## config.mk

```make
export PLATFORM = sky130hd
export DESIGN_NAME = kmac_bytepad_ctrl
export DESIGN_NICKNAME = d
export VERILOG_FILES = /design/src/rtl/kmac_bytepad_ctrl.sv
export SDC_FILE = /design/constraint.sdc
export NUM_CORES = 1
export LEC_CHECK = 0
export ABC_CLOCK_PERIOD_IN_PS = 25100
export BUFFER_PORTS_ARGS = -buffer_cell sky130_fd_sc_hd__clkbuf_2
export CORE_MARGIN = 5
export CORE_UTILIZATION = 58
export DETAILED_ROUTE_END_ITERATION = 6
export PLACE_DENSITY = 0.85
export SLEW_MARGIN = 20
export SYNTH_ARGS = -nofsm -noshare
export SYNTH_HDL_FRONTEND = slang
export SYNTH_SLANG_ARGS = --single-unit
```

## constraint.sdc

```tcl
create_clock -name clk -period 25.1 [get_ports clk]
set_clock_uncertainty 0.15 [all_clocks]
set_input_delay 1.255 -clock clk [delete_from_list [all_inputs] [get_ports clk]]
set_output_delay 1.255 -clock clk [all_outputs]
set_load 0.02 [all_outputs]
```

## src/rtl/kmac_bytepad_ctrl.sv

```systemverilog
// Streams bytepad(encode_string(N) || encode_string(S), RATE_BYTES) one byte per cycle over valid/ready.
// Define KMAC_BYTEPAD_ERR_EN to reject over-long lengths with an err pulse instead of clamping them.
module kmac_bytepad_ctrl #(
  parameter int MAX_LEN    = 32,
  parameter int RATE_BYTES = 168,
  localparam int LW = $clog2(MAX_LEN + 1)
) (
  input  logic                 clk,
  input  logic                 rst,
  input  logic                 start,
  input  logic [8*MAX_LEN-1:0] n_bytes,
  input  logic [LW-1:0]        n_len,
  input  logic [8*MAX_LEN-1:0] s_bytes,
  input  logic [LW-1:0]        s_len,
  output logic [7:0]           out_byte,
  output logic                 out_valid,
  input  logic                 out_ready,
  output logic                 out_last,
  output logic                 busy,
  output logic                 done
`ifdef KMAC_BYTEPAD_ERR_EN
  ,
  output logic                 err
`endif
);

  localparam int PW = (MAX_LEN > 1) ? $clog2(MAX_LEN) : 1;
  localparam logic [7:0] RATE8 = 8'(RATE_BYTES);

  typedef enum logic [2:0] {IDLE, W_ENC, N_LEN, N_BODY, S_LEN, S_BODY, PAD, DONE} state_t;

  state_t      state;
  logic [7:0]  pos_cnt;
  logic [7:0]  blk_cnt;
  logic [LW-1:0] n_len_reg;
  logic [LW-1:0] s_len_reg;
  logic [7:0]  n_in  [MAX_LEN];
  logic [7:0]  s_in  [MAX_LEN];
  logic [7:0]  n_mem [MAX_LEN];
  logic [7:0]  s_mem [MAX_LEN];

  logic [LW-1:0] n_len_cl, s_len_cl;
  logic [7:0]  n_len8, s_len8, kn, ks, blk_next;
  logic        accept;
  state_t      nxt_state;
  logic [7:0]  nxt_pos, nxt_byte;
  logic        nxt_last;

  for (genvar gi = 0; gi < MAX_LEN; gi++) begin : g_unpack
    assign n_in[gi] = n_bytes[8*gi +: 8];
    assign s_in[gi] = s_bytes[8*gi +: 8];
  end

  assign n_len_cl = (n_len > LW'(MAX_LEN)) ? LW'(MAX_LEN) : n_len;
  assign s_len_cl = (s_len > LW'(MAX_LEN)) ? LW'(MAX_LEN) : s_len;

`ifdef KMAC_BYTEPAD_ERR_EN
  logic len_bad;
  assign len_bad = (n_len > LW'(MAX_LEN)) || (s_len > LW'(MAX_LEN));
  assign accept  = start && !len_bad;

  always_ff @(posedge clk or posedge rst) begin
    if (rst) err <= 1'b0;
    else     err <= (state == IDLE) && start && len_bad;
  end
`else
  assign accept = start;
`endif

  assign n_len8   = 8'(n_len_reg);
  assign s_len8   = 8'(s_len_reg);
  assign kn       = (n_len8 >= 8'd32) ? 8'd2 : 8'd1;
  assign ks       = (s_len8 >= 8'd32) ? 8'd2 : 8'd1;
  assign blk_next = (blk_cnt == RATE8 - 8'd1) ? 8'd0 : blk_cnt + 8'd1;

  // left_encode(8*len): length byte k, then the bit count big-endian in k bytes
  function automatic logic [7:0] enc_byte(input logic [7:0] len, input logic [7:0] pos);
    logic [10:0] bits;
    bits = {len, 3'b000};
    if (pos == 8'd0) return (len >= 8'd32) ? 8'd2 : 8'd1;
    if (pos == 8'd1 && len >= 8'd32) return {5'd0, bits[10:8]};
    return bits[7:0];
  endfunction

  // Field/position of the byte that follows the one currently presented
  always_comb begin
    nxt_state = state;
    nxt_pos   = pos_cnt + 8'd1;
    case (state)
      W_ENC:  if (pos_cnt == 8'd1) begin nxt_state = N_LEN; nxt_pos = 8'd0; end
      N_LEN:  if (pos_cnt == kn) begin
                if (n_len8 != 8'd0) nxt_state = N_BODY;
                else                nxt_state = S_LEN;
                nxt_pos = 8'd0;
              end
      N_BODY: if (pos_cnt == n_len8 - 8'd1) begin nxt_state = S_LEN; nxt_pos = 8'd0; end
      S_LEN:  if (pos_cnt == ks) begin
                if (s_len8 != 8'd0) nxt_state = S_BODY;
                else                nxt_state = PAD;
                nxt_pos = 8'd0;
              end
      S_BODY: if (pos_cnt == s_len8 - 8'd1) begin nxt_state = PAD; nxt_pos = 8'd0; end
      PAD:    nxt_state = PAD;
      default: nxt_pos = 8'd0;
    endcase

    case (nxt_state)
      W_ENC:   nxt_byte = (nxt_pos == 8'd0) ? 8'h01 : RATE8;
      N_LEN:   nxt_byte = enc_byte(n_len8, nxt_pos);
      N_BODY:  nxt_byte = n_mem[nxt_pos[PW-1:0]];
      S_LEN:   nxt_byte = enc_byte(s_len8, nxt_pos);
      S_BODY:  nxt_byte = s_mem[nxt_pos[PW-1:0]];
      default: nxt_byte = 8'h00;
    endcase

    nxt_last = (blk_next == RATE8 - 8'd1) &&
               ((nxt_state == PAD) ||
                (nxt_state == S_BODY && nxt_pos == s_len8 - 8'd1) ||
                (nxt_state == S_LEN && s_len8 == 8'd0 && nxt_pos == ks));
  end

  always_ff @(posedge clk) begin
    if (state == IDLE && accept) begin
      n_mem <= n_in;
      s_mem <= s_in;
    end
  end

  always_ff @(posedge clk or posedge rst) begin
    if (rst) begin
      state     <= IDLE;
      pos_cnt   <= 8'd0;
      blk_cnt   <= 8'd0;
      n_len_reg <= '0;
      s_len_reg <= '0;
      out_byte  <= 8'h00;
      out_valid <= 1'b0;
      out_last  <= 1'b0;
      busy      <= 1'b0;
      done      <= 1'b0;
    end else begin
      done <= 1'b0;
      case (state)
        IDLE: if (accept) begin
          n_len_reg <= n_len_cl;
          s_len_reg <= s_len_cl;
          state     <= W_ENC;
          pos_cnt   <= 8'd0;
          blk_cnt   <= 8'd0;
          out_byte  <= 8'h01;
          out_valid <= 1'b1;
          out_last  <= 1'b0;
          busy      <= 1'b1;
        end
        DONE: begin
          state <= IDLE;
          busy  <= 1'b0;
        end
        default: if (out_valid && out_ready) begin
          blk_cnt <= blk_next;
          if (out_last) begin
            state     <= DONE;
            pos_cnt   <= 8'd0;
            out_valid <= 1'b0;
            out_last  <= 1'b0;
            out_byte  <= 8'h00;
            done      <= 1'b1;
          end else begin
            state    <= nxt_state;
            pos_cnt  <= nxt_pos;
            out_byte <= nxt_byte;
            out_last <= nxt_last;
          end
        end
      endcase
    end
  end

endmodule

```

# Word-level counts from Yosys, hierarchy flattened
# Index checks and enable logic that the tools add are counted.
[word_totals] in_bits=528 wordCells=204 output_inout_bits=12 ff_bits=555
[op_classes] n_reduce_logical=25 addsub=4 mux=70 n_lt_le_gt_ge=5 n_bitwise=2 n_eq_ne=24
[ops] operator="8-bit 2-to-1 mux" count=26
[ops] operator="8-bit binary-select mux with 5-bit select" count=2
[ops] operator="8-bit one-hot mux with 2 select lines" count=3
[ops] operator="8-bit one-hot mux with 6 select lines" count=1
[ops] operator="8-bit equality test" count=5
[ops] operator="8-bit one-hot mux with 5 select lines" count=1
[ops] operator="3-bit 2-to-1 mux" count=9
[ops] operator="3-bit equality test, second input constant" count=7
[ops] operator="6-bit >= comparator, second input constant" count=3
[ops] operator="1-bit 2-to-1 mux" count=18
[ops] operator="3-bit one-hot mux with 6 select lines" count=1
[ops] operator="8-bit by 1-bit adder with 8-bit output, second input constant" count=2
[ops] operator="8-bit by 1-bit equality test with 1-bit output, second input constant" count=2
[ops] operator="8-bit equality test, second input constant" count=2
[ops] operator="8-bit logical NOT" count=2
[ops] operator="8-bit nonzero test" count=2
[ops] operator="6-bit by 1-bit subtractor with 7-bit output, second input constant" count=2
[ops] operator="3-bit by 2-bit equality test with 1-bit output, second input constant" count=4
[ops] operator="6-bit > comparator, second input constant" count=2
[ops] operator="6-bit 2-to-1 mux" count=2
[ops] operator="8-bit by 2-bit equality test with 1-bit output" count=1
[ops] operator="1-bit logical AND" count=8
[ops] operator="3-bit by 1-bit equality test with 1-bit output, second input constant" count=2
[ops] operator="2-bit 2-to-1 mux" count=3
[ops] operator="13 further kinds" count=20

# Longest topological paths before layout
[depth] ltp_word=16 ltp_mapped=15 ltp_nobuf=12

# Least setup slack after synthesis
# OpenSTA, ideal clock, no wires.
[synth_path] path_kind="input -> register" start="input port start" end="register n_len_reg[0]" path_slack_ns=8.367 path_stages=4 arrival_ns=15.822 n_path_buf=1 cell_sequence="nand2_1 inv_1 buf_1 o21ai_0"
[synth_via] elab_chain_len=1
[synth_lines] item="start, declared" line_no="10" source="input logic start,"
[synth_lines] item="2-bit AND reduction (no line)"
[synth_lines] item="end signal, assigned" line_no="145" source="n_len_reg <= n_len_cl;"
[synth_lines] item="end, declared" line_no="35" source="logic [LW-1:0] n_len_reg;"
# Every way passes these cells.
# A chain may end at the register's enable or synchronous reset.

# Worst setup path in the final report
[layout_path] start="register pos_cnt[0]" end="register out_byte[0]"
[layout_via] elab_chain_len=14 elab_cells_between_ends=54 cone_classes="1 x add/sub; 11 x eq/ne; 38 x mux; 1 x bitwise; 3 x reduce/logical"
[layout_lines] item="start, declared" line_no="33" source="logic [7:0] pos_cnt;"
[layout_lines] item="start signal, assigned" line_no="170" source="pos_cnt <= nxt_pos;"
[layout_lines] item="8-bit by 1-bit adder with 8-bit output (tied with other cells)" line_no="88" source="nxt_pos = pos_cnt + 8'd1;"
[layout_lines] item="8-bit 2-to-1 mux, on equally long branches"
[layout_lines] item="8-bit one-hot mux with 6 select lines" line_no="89" source="case (state)"
[layout_lines] item="8-bit by 1-bit equality test with 1-bit output" line_no="81" source="if (pos == 8'd1 && len >= 8'd32) return {5'd0, bits[10:8]};"
[layout_lines] item="1-bit logical AND" line_no="81"
[layout_lines] item="1-bit 2-to-1 mux (2 in a row)" line_no="81"
[layout_lines] item="1-bit 2-to-1 mux" line_no="107" source="case (nxt_state)"
[layout_lines] item="8-bit 2-to-1 mux" line_no="82" source="return bits[7:0];"
[layout_lines] item="8-bit 2-to-1 mux" line_no="81"
[layout_lines] item="8-bit one-hot mux with 5 select lines *" line_no="107"
[layout_lines] item="8-bit 2-to-1 mux *" line_no="161" source="if (out_last) begin"
[layout_lines] item="8-bit 2-to-1 mux *" line_no="159" source="default: if (out_valid && out_ready) begin"
[layout_lines] item="8-bit one-hot mux with 2 select lines *" line_no="143" source="case (state)"
[layout_lines] item="end signal, assigned" line_no="171" source="out_byte <= nxt_byte;"
[layout_lines] item="end, declared" line_no="15" source="output logic [7:0] out_byte,"
# Every way passes the cells marked *; elsewhere a longest branch is shown, timed or not. The select of a mux whose other input is x is not followed.

==> impl_results.md <==
* Worst hold start: busy
* Yosys top cell by area: edfxtp_1
* Reg clk slew, reported paths at approximately 0.070 ns
* Period utilization at 0.227
* CTS Buf Count at 55
* Setup TNS at 0 ns
* Via density at 6.32
* Clk buf depth at 3
* Share of cells above drive strength 1 at 0.356
* Min cycle time layout at 5.70 ns
* Max Cap Viol at 0
* Initial DRC count at between 2000 and 2500
* Number of synthesized flops with an enable pin at between 500 and 600
* Synth Instances at roughly 1500
* Unrepaired setup endpoints after global routing: no
* Worst vdd rail ir drop at 0.0000666 V
* First-pass iteration count of the detailed router at 6
* Synth Area per Inst at 15.1 um2
* Setup violations, final at 0
* Seq/Total Area, Yosys at 0.708
* Rel. slew slack at 0.223
* Routed via count at about 17000
* Post-route DRC at 0
* Post-CTS Setup Inserts at 0
* HPWL after detailed placement at ~56000 um
* Post-Synth XOR/XNOR Area at 0.0115
* Synth cell types at 73
* Worst slew pin tran at around 1.2 ns
* Hold Crit Class: register to register
* Post-synth top flop: edfxtp_1
* Status: complete, no violations
* Crit. End Element: register
* Initial antenna violation count at 17
* Async SR Flop Fraction at 0.0775
* Htree depth at 2
* Regs by FF count: n_mem: 256 flops, s_mem: 256 flops
* Pwr/cell area at 65.4 mW/mm2
* Clock latency on the worst-skew pair at about 0.60 ns
* CTS tree: done
* # IOs at 540
* Post-route ant nets at 0
* GRT overflow at 0
* WP data arrival at just over 6 ns
* Synth Area in Adders at 0.00377
* Root Buffer: clkbuf_16
* Die Ht at 210 um
* Syn-to-layout area delta at 21.1%
* Synth area leaders: edfxtp_1, dfrtp_1, mux4_2
* Post-synthesis simple-gate area fraction at 0.0756
* Mux contribution to synthesized area at 0.0826
* R2R Setup Slk at ~19 ns
* Yosys reg bits at 555
* Top cell type's share of synthesized area at 0.662
* Leak at approximately 10 nW
* Worst flop-to-flop path startpoint: pos_cnt[0]
* Initial Utilization at 0.586
* Port Buf Inserts at roughly 540
* CTS resizes at 0
* Vias in the first global route at roughly 17000
* Routed WL per cell at between 20 and 30 um
* Final slew viol count at 0
* Synthesized cell area at around 0.023 mm2
* Total track usage at 0.340
* Finished Layout Cells at 2647
* Core area at 0.0396 mm2
* FP Rows at 73
* Fin. Hold Viols at 0
* Reg-to-reg endpoint: out_byte[0]
* End point of the critical path: out_byte[0]
* Gp weighted congestion at 0.956
* Startpoint Class: register
* Worst setup path start: pos_cnt[0]
* Number of clock sinks at around 560
* Largest family of logic cells by synthesized area: compound AO/OA/AOI/OAI gates
* Placed insts at roughly 2500
* Max Freq at between 0.15 and 0.2 GHz
* Yosys warns at 0
* CP required at 25.43 ns
* Nets at approximately 2600
* First-pass GRT wire length at ~110000 um
* CP Max Fanout at between 60 and 70
* Largest net degree at the start of global routing at approximately 140
* CTS Hold Bufs at 0
* Die Area at about 0.044 mm2
* FF-to-FF path depth at 12
* Syn_nets at just over 2000
* Routed WL at between 70000 and 80000 um
* Die Wd at 210 um
* Crit Path Class: register to register
* Compound-cell area share of the yosys netlist at 0.0990
==> cell usage in the layout (no fill, tap or decap), drive strengths merged, types with 5 or more instances in the layout <==
cell type,n
ha,7
a211oi,12
nor4,8
mux2i,32
and2,9
o31ai,8
dfrtp,43
a221oi,14
xor2,8
o21ai,105
a22oi,13
o221ai,12
a21oi,53
o2111ai,5
edfxtp,512
nand2b,14
inv,20
o211ai,15
nor3b,5
clkbuf,605
clkinv,31
nand4,12
mux2,50
a2111oi,8
mux4,46
xnor2,20
nor2,78
o22ai,38
a31oi,12
and3,9
nand3,46
diode,16
buf,17
nor3,23
nand2,113
nor2b,16
==> cell type report <==
cell class                 instances  area, um2
multi-input combinational        874       6390
sequential                       555      16500
clock inverter                    37        249
tap                              525        657
inverter                          18       76.3
clock buffer                      66       1440
fill                            2614      11500
timing repair buffer             556       2830
antenna                           16       40.0
==> cell usage after synthesis, drive strengths merged (4+ instances only) <==
cell type,instances
o21ai,105
ha,7
xnor2,20
edfxtp,512
xor2,8
a21oi,53
nand4,12
nor3b,5
nand3,46
a211o,4
buf,38
mux2,50
and3,9
nor4,8
o221ai,12
or4,4
o22a,4
a32oi,4
a22o,4
inv,17
nand4b,4
a22oi,13
dfrtp,43
o31ai,8
nand2,113
a211oi,12
nor2b,16
nor3,23
clkbuf,53
o22ai,38
mux4,46
a221oi,14
nor2,78
and4,4
a21o,4
and2,9
a31oi,12
o211ai,15
nand3b,4
o2111ai,5
nand2b,14
mux2i,32
or3,4
a2111oi,8
==> critical path, stage by stage (launching register included) <==
cell and delay, ns:
dfrtp_4 0.97, buf_4 0.72, and3b_1 0.27, o2111ai_1 0.19, a21oi_1 0.09, nor2_1 0.33
a2111o_2 0.20, buf_4 0.57, nand2_1 0.70, o22ai_1 0.35, nor4_1 0.09, or4_1 0.47
o41a_1 0.32
==> layer usage <==
metal	part of all wire	up-vias	track usage
li1	-	7162	-
met1	0.35	8246	0.443
met2	0.51	1126	0.567
met3	0.10	177	0.0769
met4	0.038	6	0.127
met5	0.00060	-	0
==> power breakdown <==
group	switching, mW	leakage, nW	internal [mW]
Clock	0.353	0.825	0.430
Sequential	0	5.16	1.01
Combinational	0.0174	4.43	0.0290
Total	0.370	10.4	1.47
==> per-stage QoR <==
| step | hold slack, ns | power, mW | util | worst slack [ns] | area (um2) |
|---|---|---|---|---|---|
| final | 0.393 | 1.84 | 0.710 | 19.40 | 28100 |
| after global routing | 0.452 | 1.89 | 0.709 | 19.05 | 28100 |
| after CTS | 0.392 | 1.84 | 0.709 | 19.51 | 28100 |
| after detailed placement | 0.354 | 1.07 | 0.666 | 19.38 | 26400 |
| after global placement | 0.349 | 1.07 | 0.666 | 19.52 | 26400 |
| after floorplan | 0.344 | 1.03 | - | 8.37 | 23200 |
==> how the worst min path moves through the flow <==
stage | endpoint | slack (ns) | depth (start not counted)
final | busy | 0.39 | 2
after global routing | busy | 0.45 | 2
after CTS | busy | 0.39 | 2
after detailed placement | busy | 0.35 | 2
after global placement | busy | 0.35 | 2
after floorplan | blk_cnt[4] | 0.34 | 1
==> kinds of logic (layout without fill, tap and decap cells) <==
family	Yosys count	count (layout)
other	0	16
multiplexers	128	128
buffers and inverters	109	677
AND/OR/NAND/NOR	362	362
flip-flops	555	555
AO/OA/AOI/OAI	348	348
XOR/XNOR	29	29
adder cells (fa/ha/maj)	7	7
(Power assumes the default switching activity.)
